[config.mk]
export PLATFORM = sky130hd
export DESIGN_NAME = config_loader
export DESIGN_NICKNAME = d
export VERILOG_FILES = /design/src/rtl/config_loader_pkg.sv /design/src/rtl/config_loader_readback.sv /design/src/rtl/config_loader.sv
export SDC_FILE = /design/constraint.sdc
export NUM_CORES = 1
export LEC_CHECK = 0
export ABC_AREA = 1
export BUFFER_PORTS_ARGS = -buffer_cell sky130_fd_sc_hd__buf_4
export CAP_MARGIN = 20
export CORE_ASPECT_RATIO = 0.9
export CORE_MARGIN = 4
export CORE_UTILIZATION = 35
export CTS_CLUSTER_SIZE = 28
export DETAILED_ROUTE_END_ITERATION = 12
export GPL_TIMING_DRIVEN = 0
export HOLD_SLACK_MARGIN = 0.08
export PLACE_DENSITY = 0.59
export SKIP_LAST_GASP = 1
export SLEW_MARGIN = 20
export SYNTH_ARGS = -nofsm -noshare
export SYNTH_HDL_FRONTEND = slang
export SYNTH_SLANG_ARGS = --single-unit
[constraint.sdc]
create_clock -name prog_clk -period 4.9 [get_ports prog_clk]
set_input_delay 0.98 -clock prog_clk [delete_from_list [all_inputs] [get_ports prog_clk]]
set_output_delay 0.98 -clock prog_clk [all_outputs]
set_load 0.005 [all_outputs]
[src/rtl/config_loader_pkg.sv]
// Shared types and constants for the configuration-chain loader and its
// readback capture path.
package cfg_pkg;

    localparam int BYTE_W = 8;
    localparam int IDX_W  = $clog2(BYTE_W);

    // Holds 0..BYTE_W, so one bit wider than a bit index.
    typedef logic [IDX_W:0] bitcnt_t;

    typedef enum logic [1:0] {
        IDLE,
        WAIT_BYTE,
        SHIFT,
        FINISH
    } state_e;

    // Bits still to shift for the next byte: a full byte, or the remainder of the chain.
    function automatic bitcnt_t bits_for_byte(input logic [31:0] remaining);
        if (remaining >= 32'(BYTE_W)) begin
            return bitcnt_t'(BYTE_W);
        end
        return bitcnt_t'(remaining);
    endfunction

endpackage

[src/rtl/config_loader_readback.sv]
// Serial-to-byte capture of the bits returning from the chain tail, plus the
// single-entry r_valid/r_ready output slot.
module readback_assembler
    import cfg_pkg::*;
(
    input  logic              clk_i,
    input  logic              rst_i,
    input  logic              cap_en_i,
    input  logic [IDX_W-1:0]  cap_idx_i,
    input  logic              cap_bit_i,
    input  logic              commit_i,
    input  logic              r_ready_i,
    output logic [BYTE_W-1:0] r_data_o,
    output logic              r_valid_o,
    output logic              slot_free_o
);

    logic [BYTE_W-1:0] cap_q, cap_d, cap_upd;
    logic [BYTE_W-1:0] r_data_q, r_data_d;
    logic              r_valid_q, r_valid_d;

    always_comb begin
        cap_upd            = cap_q;
        cap_upd[cap_idx_i] = cap_bit_i;
        cap_d              = cap_q;
        r_data_d           = r_data_q;
        r_valid_d          = r_valid_q & ~r_ready_i;
        if (cap_en_i) begin
            cap_d = cap_upd;
        end
        // The final bit goes straight into the slot; clearing the capture register
        // keeps the unused high bits of a partial byte at zero.
        if (commit_i) begin
            r_data_d  = cap_upd;
            r_valid_d = 1'b1;
            cap_d     = '0;
        end
    end

    always_ff @(posedge clk_i or posedge rst_i) begin
        if (rst_i) begin
            cap_q     <= '0;
            r_data_q  <= '0;
            r_valid_q <= 1'b0;
        end else begin
            cap_q     <= cap_d;
            r_data_q  <= r_data_d;
            r_valid_q <= r_valid_d;
        end
    end

    assign r_data_o    = r_data_q;
    assign r_valid_o   = r_valid_q;
    assign slot_free_o = ~r_valid_q | r_ready_i;

endmodule

[src/rtl/config_loader.sv]
// Configuration-chain master: serialises bitstream bytes LSB first into the
// row chain for exactly CHAIN_LEN shifts while capturing the old contents as readback bytes.
module config_loader
    import cfg_pkg::*;
#(
    parameter int CHAIN_LEN = 4096
) (
    input  logic        prog_clk,
    input  logic        rst,
    input  logic        start,
    input  logic [7:0]  s_data,
    input  logic        s_valid,
    output logic        s_ready,
    output logic        prog_en,
    output logic        prog_data,
    input  logic        prog_ret,
    output logic [7:0]  r_data,
    output logic        r_valid,
    input  logic        r_ready,
    output logic        busy,
    output logic        done
);

    localparam int CNT_W = $clog2(CHAIN_LEN + 1);

    // Handshakes: a transfer happens on a rising edge where valid and ready are
    // both 1; valid never waits on ready, and r_data holds while r_valid is unanswered.

    state_e            state_q, state_d;
    logic [CNT_W-1:0]  cnt_q, cnt_d;
    bitcnt_t           k_q, k_d;
    bitcnt_t           nbits_q, nbits_d;
    bitcnt_t           k_next;
    logic [BYTE_W-1:0] byte_q, byte_d;
    logic              prog_en_q, prog_en_d;
    logic              prog_data_q, prog_data_d;
    logic              s_ready_q, s_ready_d;
    logic              busy_q, busy_d;
    logic              done_q, done_d;
    logic              cap_en, commit, slot_free;
    logic [31:0]       rem;

    always_comb begin
        state_d     = state_q;
        cnt_d       = cnt_q;
        k_d         = k_q;
        nbits_d     = nbits_q;
        byte_d      = byte_q;
        prog_en_d   = 1'b0;
        prog_data_d = prog_data_q;
        busy_d      = busy_q;
        done_d      = done_q;
        cap_en      = 1'b0;
        commit      = 1'b0;
        k_next      = k_q + bitcnt_t'(1);
        rem         = 32'(CHAIN_LEN) - 32'(cnt_q);

        case (state_q)
            IDLE: begin
                if (start) begin
                    state_d = WAIT_BYTE;
                    busy_d  = 1'b1;
                    done_d  = 1'b0;
                    cnt_d   = '0;
                end
            end
            WAIT_BYTE: begin
                if (s_valid && s_ready_q) begin
                    byte_d      = s_data;
                    nbits_d     = bits_for_byte(rem);
                    k_d         = '0;
                    prog_en_d   = 1'b1;
                    prog_data_d = s_data[0];
                    state_d     = SHIFT;
                end
            end
            SHIFT: begin
                cap_en = 1'b1;
                cnt_d  = cnt_q + CNT_W'(1);
                k_d    = k_next;
                if (k_q == nbits_q - bitcnt_t'(1)) begin
                    commit      = 1'b1;
                    prog_data_d = 1'b0;
                    state_d     = (32'(cnt_q) + 32'd1 == 32'(CHAIN_LEN)) ? FINISH : WAIT_BYTE;
                end else begin
                    prog_en_d   = 1'b1;
                    prog_data_d = byte_q[k_next[IDX_W-1:0]];
                end
            end
            FINISH: begin
                if (slot_free) begin
                    busy_d  = 1'b0;
                    done_d  = 1'b1;
                    state_d = IDLE;
                end
            end
            default: state_d = IDLE;
        endcase

        // Only offer to take a byte when its readback bits are guaranteed a home.
        s_ready_d = (state_d == WAIT_BYTE) && slot_free && !commit;
    end

    always_ff @(posedge prog_clk or posedge rst) begin
        if (rst) begin
            state_q     <= IDLE;
            cnt_q       <= '0;
            k_q         <= '0;
            nbits_q     <= '0;
            byte_q      <= '0;
            prog_en_q   <= 1'b0;
            prog_data_q <= 1'b0;
            s_ready_q   <= 1'b0;
            busy_q      <= 1'b0;
            done_q      <= 1'b0;
        end else begin
            state_q     <= state_d;
            cnt_q       <= cnt_d;
            k_q         <= k_d;
            nbits_q     <= nbits_d;
            byte_q      <= byte_d;
            prog_en_q   <= prog_en_d;
            prog_data_q <= prog_data_d;
            s_ready_q   <= s_ready_d;
            busy_q      <= busy_d;
            done_q      <= done_d;
        end
    end

    readback_assembler u_readback (
        .clk_i       (prog_clk),
        .rst_i       (rst),
        .cap_en_i    (cap_en),
        .cap_idx_i   (k_q[IDX_W-1:0]),
        .cap_bit_i   (prog_ret),
        .commit_i    (commit),
        .r_ready_i   (r_ready),
        .r_data_o    (r_data),
        .r_valid_o   (r_valid),
        .slot_free_o (slot_free)
    );

    assign s_ready   = s_ready_q;
    assign prog_en   = prog_en_q;
    assign prog_data = prog_data_q;
    assign busy      = busy_q;
    assign done      = done_q;

endmodule
After elaboration in Yosys (flattened, before gate mapping)
Index checks and enable logic that the tools add are counted.
{"block": "classes", "addsub": 5, "eq_ne": 9, "n_mux": 38, "bitwise": 4, "n_reduce_logical": 14, "n_lt_le_gt_ge": 4}
{"op": "$ge A32 B4 Y1 const B", "n": 1}
{"op": "$pmux W13 S2", "n": 1}
{"op": "$mux W1", "n": 17}
{"op": "$mux W8", "n": 2}
{"op": "$add A13 B1 Y14 const B", "n": 1}
{"op": "$eq A14 B13 Y1 const B", "n": 1}
{"op": "$sub A13 B13 Y14 const A", "n": 1}
{"op": "$add A13 B1 Y13 const B", "n": 1}
{"op": "$mux W13", "n": 1}
{"op": "$mux W4", "n": 3}
{"op": "$mux W2", "n": 5}
{"op": "$bwmux W8", "n": 1}
{"op": "$lt A3 B4 Y1 const B", "n": 2}
{"op": "$pmux W1 S2", "n": 4}
{"op": "$pmux W2 S4", "n": 1}
{"op": "$pmux W4 S2", "n": 1}
{"op": "$reduce_bool A2 Y1", "n": 4}
{"op": "$ne A2 B2 Y1 const B", "n": 3}
{"op": "$reduce_and A2 Y1", "n": 3}
{"op": "$add A4 B1 Y4 const B", "n": 1}
{"op": "$eq A2 B1 Y1 const B", "n": 2}
{"op": "$eq A2 B2 Y1 const B", "n": 2}
{"op": "$eq A4 B4 Y1", "n": 1}
{"op": "$logic_and A1 B1 Y1", "n": 4}
{"op": "10 further kinds", "n": 11}
{"block": "totals", "out_inout_bits": 14, "wordCells": 87, "reg_bits": 53}

Longest topological paths before layout
{"block": "depth", "ltp_word": 8, "mapped_depth": 14}

By module
Synthesis repeated with hierarchy kept, for this count alone.
{"block": "unflattened", "hier_cells": 429, "hier_area_um2": 3186.8}
{"module": "config_loader", "instances": 1, "cells_per_inst": 319, "area_per_inst_um2": 2274.7}
{"module": "readback_assembler", "instances": 1, "cells_per_inst": 110, "area_per_inst_um2": 912.1}

Least setup slack after synthesis
No wires, ideal clock.
{"block": "synth_timing", "kind": "input to register", "start": "in s_valid", "end": "reg s_ready_q, in the netlist s_ready", "path_buffers": 1, "path_slack_ps": 2961, "cell_stages": 10, "arrival_time_ps": 1824, "required_ps": 4784, "cell_sequence": "nand2_1 -> nor2_1 -> inv_1 -> clkbuf_1 -> nand2_1 -> nand2_1 -> nand2_1 -> nand2_1 -> nand2_2 -> nor2_2"}
{"block": "synth_between", "elab_chain_cells": 6}
{"item": "start, declared", "line": "config_loader.sv:12", "source": "input logic s_valid,"}
{"item": "$logic_and A1 B1 Y1", "line": "config_loader.sv:68", "source": "if (s_valid && s_ready_q) begin"}
{"item": "$mux W2", "line": "config_loader.sv:68"}
{"item": "$pmux W2 S4", "line": "config_loader.sv:58", "source": "case (state_q)"}
{"item": "net state_d[1]", "line": "config_loader.sv:29", "source": "state_e state_q, state_d;"}
{"item": "$eq A2 B1 Y1", "line": "config_loader.sv:101", "source": "s_ready_d = (state_d == WAIT_BYTE) && slot_free && !commit;"}
{"item": "$logic_and A1 B1 Y1 (2 in series)", "line": "config_loader.sv:101"}
{"item": "net s_ready_d", "line": "config_loader.sv:37", "source": "logic s_ready_q, s_ready_d;"}
{"item": "end signal, assigned", "line": "config_loader.sv:124", "source": "s_ready_q <= s_ready_d;"}
{"item": "end, declared", "line": "config_loader.sv:37"}
The timed path passes the listed nets, and every way through them passes these cells.
A chain may end at the register's enable or synchronous reset.

Worst setup path after layout
{"block": "layout_timing", "start": "reg state_q[0]", "end": "reg cnt_q[2]"}
{"block": "layout_between", "elab_chain_cells": 3}
{"item": "start, declared", "line": "config_loader.sv:29"}
{"item": "start signal, assigned", "line": "config_loader.sv:117", "source": "state_q <= state_d;"}
{"item": "$eq A2 B2 Y1 / $logic_not A2 Y1 (equally long branches)", "line": "config_loader.sv:58"}
{"item": "$reduce_bool A2 Y1 (no source line) / $ne A2 B2 Y1 (equally long branches)"}
{"item": "$reduce_and A2 Y1 (no source line)"}
{"item": "end signal, assigned", "line": "config_loader.sv:118", "source": "cnt_q <= cnt_d;"}
{"item": "end, declared", "line": "config_loader.sv:30", "source": "logic [CNT_W-1:0] cnt_q, cnt_d;"}
Several ways; a longest one is shown, not always the timed one.

==> flow_summary.json <==
{
  "period_needed_ns": 2.11,
  "drt_wl_total_um": 6720,
  "grt_max_degree": 54,
  "p_seq_share_pct": 44.3,
  "drc_errors": 0,
  "grt_pass1_wl_um": 11700,
  "drt_first_iter_violations": 111,
  "io_pins": 28,
  "fillers": 856,
  "relSlewSlack_pct": 55.8,
  "seq_area_um2": 1330,
  "rsz0062_at_grt": "false",
  "start_util_pct": 36.2,
  "drive_gt1_share_pct": 13.0,
  "setup_slack_ns": 2.79,
  "finClkSkew_ns": 0.0114,
  "htree_levels": 2,
  "dpl_worst_slack_ns": 2.51,
  "cts_setup_buffers": 0,
  "root_buffer": "clkbuf_8",
  "cts_tree": "built",
  "critPathMaxFanout": 10,
  "syn_inst": 388,
  "p_int_mw": 0.861,
  "reg2reg_from": "state_q[0]",
  "fmaxAchievable_mhz": 473,
  "drtPass1Iterations": 4,
  "critical_path_class": "reg2reg",
  "pwr-share-comb_pct": 37.4,
  "yosysWarningCount": 0,
  "critPathArrivalTime_ns": 2.35,
  "p_clk_share_pct": 18.3,
  "hp-class": "reg2reg",
  "fin_cells": 522,
  "worstMarginPinSlew_ns": 0.663,
  "wl_per_cell_um": 12.9,
  "holdPathStages": 2,
  "rr_worst_depth": 7,
  "slew_viol_final": 0,
  "antenna_found_initial": 0,
  "hold_start": "byte_q[0]",
  "cts_made_buffers": 5,
  "setup_viol": 0,
  "finalCritPeriodShare_pct": 43.1,
  "synth_area_um2": 2930,
  "final_antenna_net_count": 0,
  "switching_share_pct": 39.3,
  "reg2reg_slack_ns": 2.79,
  "hold_buffers": 0,
  "area_delta_synth_final_pct": 14.3,
  "grt_use_total_pct": 14.6,
  "outcome": "finished, final reports clean",
  "synth_nets": 412,
  "power_density_nw_per_um2": 423,
  "yosysSeqAreaShare_pct": 45.2,
  "grt_remaining_overflow": 0,
  "start_kind": "register",
  "cts.path.max_buffers": 2,
  "clock_sinks": 53,
  "vias_per_cell": 4.87,
  "rows": 31,
  "die_height_um": 94.8,
  "post_dp_cell_area_um2": 3260,
  "via_count": 2541,
  "cp-startpoint": "state_q[0]",
  "dpl.cell_count": 514,
  "setup_tns_ns": 0,
  "synthDistinctLibCells": 34,
  "ys_ff_latch": 53,
  "fp.dieW_um": 104,
  "fp.dieArea_um2": 9910,
  "clock_latency_ns": 0.32,
  "layout.nets": 446,
  "avgSynthCellArea_um2": 7.56,
  "path_clk_slew_ns": 0.10,
  "cap_violations": 0,
  "grt_pass1_vias": 2417,
  "p_leak_nw": 1.64,
  "port_buffers": 27,
  "fin_util_pct": 41.3,
  "vdd.ir_drop.worst_mv": 0.167,
  "multi_input_area_um2": 1390,
  "place.gp.congestion": 0.870,
  "rr_endpoint": "cnt_q[2]",
  "detailed_place_hpwl_um": 4980,
  "core_um2": 8110,
  "ctsResizeCount": 0,
  "diodes": 0,
  "end_kind": "register",
  "holdPathEnd": "byte_q[0]",
  "required_ns": 5.13,
  "final_area_um2": 3350,
  "switchingPower_mw": 0.558,
  "hold_viol_final": 0
}
==> per-layer routing <==
metal	global-route usage, %	routed length, um
met4	3.99	65
met3	3.08	246
met2	22.5	2860
met1	20.9	3550
met5	0	0
==> cells by family after synthesis <==
kind of cell / Yosys count / synth area share [%]
AND/OR/NAND/NOR: 209 / 30.5
buffers and inverters: 56 / 7.43
AO/OA/AOI/OAI: 53 / 10.5
flip-flops: 53 / 45.2
adder cells (fa/ha/maj): 10 / 4.27
XOR/XNOR: 7 / 2.09
==> worst max path at each step <==
stage / end / slack, ns / cells after the start
global route: s_ready / 2.60 / 12
floorplan: busy / 2.63 / 1
finish: cnt_q[2] / 2.79 / 7
CTS: cnt_q[2] / 2.75 / 7
global placement: byte_q[3] / 1.83 / 2
detailed placement: s_ready / 2.51 / 11
==> cells in the mapped netlist (all sizes together) <==
cell	instances	share of area (%)
xor2	2	0.60
a21boi	1	0.26
o221ai	2	0.60
a21oi	5	0.85
or2	1	0.21
o211ai	1	0.26
o41ai	1	0.30
and3	1	0.21
nor3	3	0.51
nand2	138	18
o22ai	11	2.3
nand3	37	6.5
o21a	2	0.51
buf	3	0.60
nor2	24	3.7
ha	10	4.3
dfrtp	53	45
inv	47	6.0
xnor2	5	1.5
clkinv	1	0.17
clkbuf	5	0.64
nand4	4	1.1
o21ai	29	5.0
nor4	1	0.21
a22oi	1	0.43
==> state kept, by name, summed over array words and instances, names as in the netlist <==
signal,flops
u_readback.r_data_o,8
byte_q,8
busy,1
nbits_q,4
s_ready,1
k_q,4
u_readback.r_valid_o,1
state_q,2
prog_data,1
cnt_q,13
u_readback.cap_q,8
done,1
prog_en,1
==> cells in the final DEF (no fill, tap or decap), types with 4 or more instances in the layout <==
cell type	n
o21ai_0	26
ha_1	10
dfrtp_1	53
nand2_1	135
clkbuf_8	5
inv_1	42
nor2_1	19
xnor2_1	5
inv_2	4
nand3_1	36
buf_4	28
clkbuf_1	5
a21oi_1	5
nor2_2	4
o22ai_1	11
==> cell type report <==
type | count | area share [%]
buffer | 8 | 1.08
clock buffer | 5 | 2.05
clock inverter | 3 | 0.635
inverter | 48 | 5.49
multi-input combinational | 279 | 41.4
sequential | 53 | 39.6
tap | 99 | 3.70
timing repair buffer | 27 | 6.05
==> critical path: stages (launching register included) <==
cell and delay [ns]:
dfrtp_1 0.43, inv_1 0.13, ha_1 0.28, inv_1 0.08, clkbuf_1 0.26, nor2_2 0.41, inv_1 0.24, o22ai_1 0.20
==> per-stage QoR <==
stage | power, mW | hold slack, ns
2_1_floorplan | 0.990 | 0.437
3_3_place_gp | 1.16 | 0.455
4_1_cts | 1.44 | 0.486
5_1_grt | 1.55 | 0.522
3_5_place_dp | 1.17 | 0.461
6_report | 1.42 | 0.485
==> power groups by stage <==
stage	Clock, mW	Combinational [mW]	Sequential, mW
6_report	0.260	0.530	0.629
4_1_cts	0.270	0.540	0.629
5_1_grt	0.284	0.618	0.647
2_1_floorplan	0	0.369	0.621
3_5_place_dp	0	0.538	0.637
3_3_place_gp	0	0.524	0.634
Note: power is estimated with default switching activity, not from simulation.
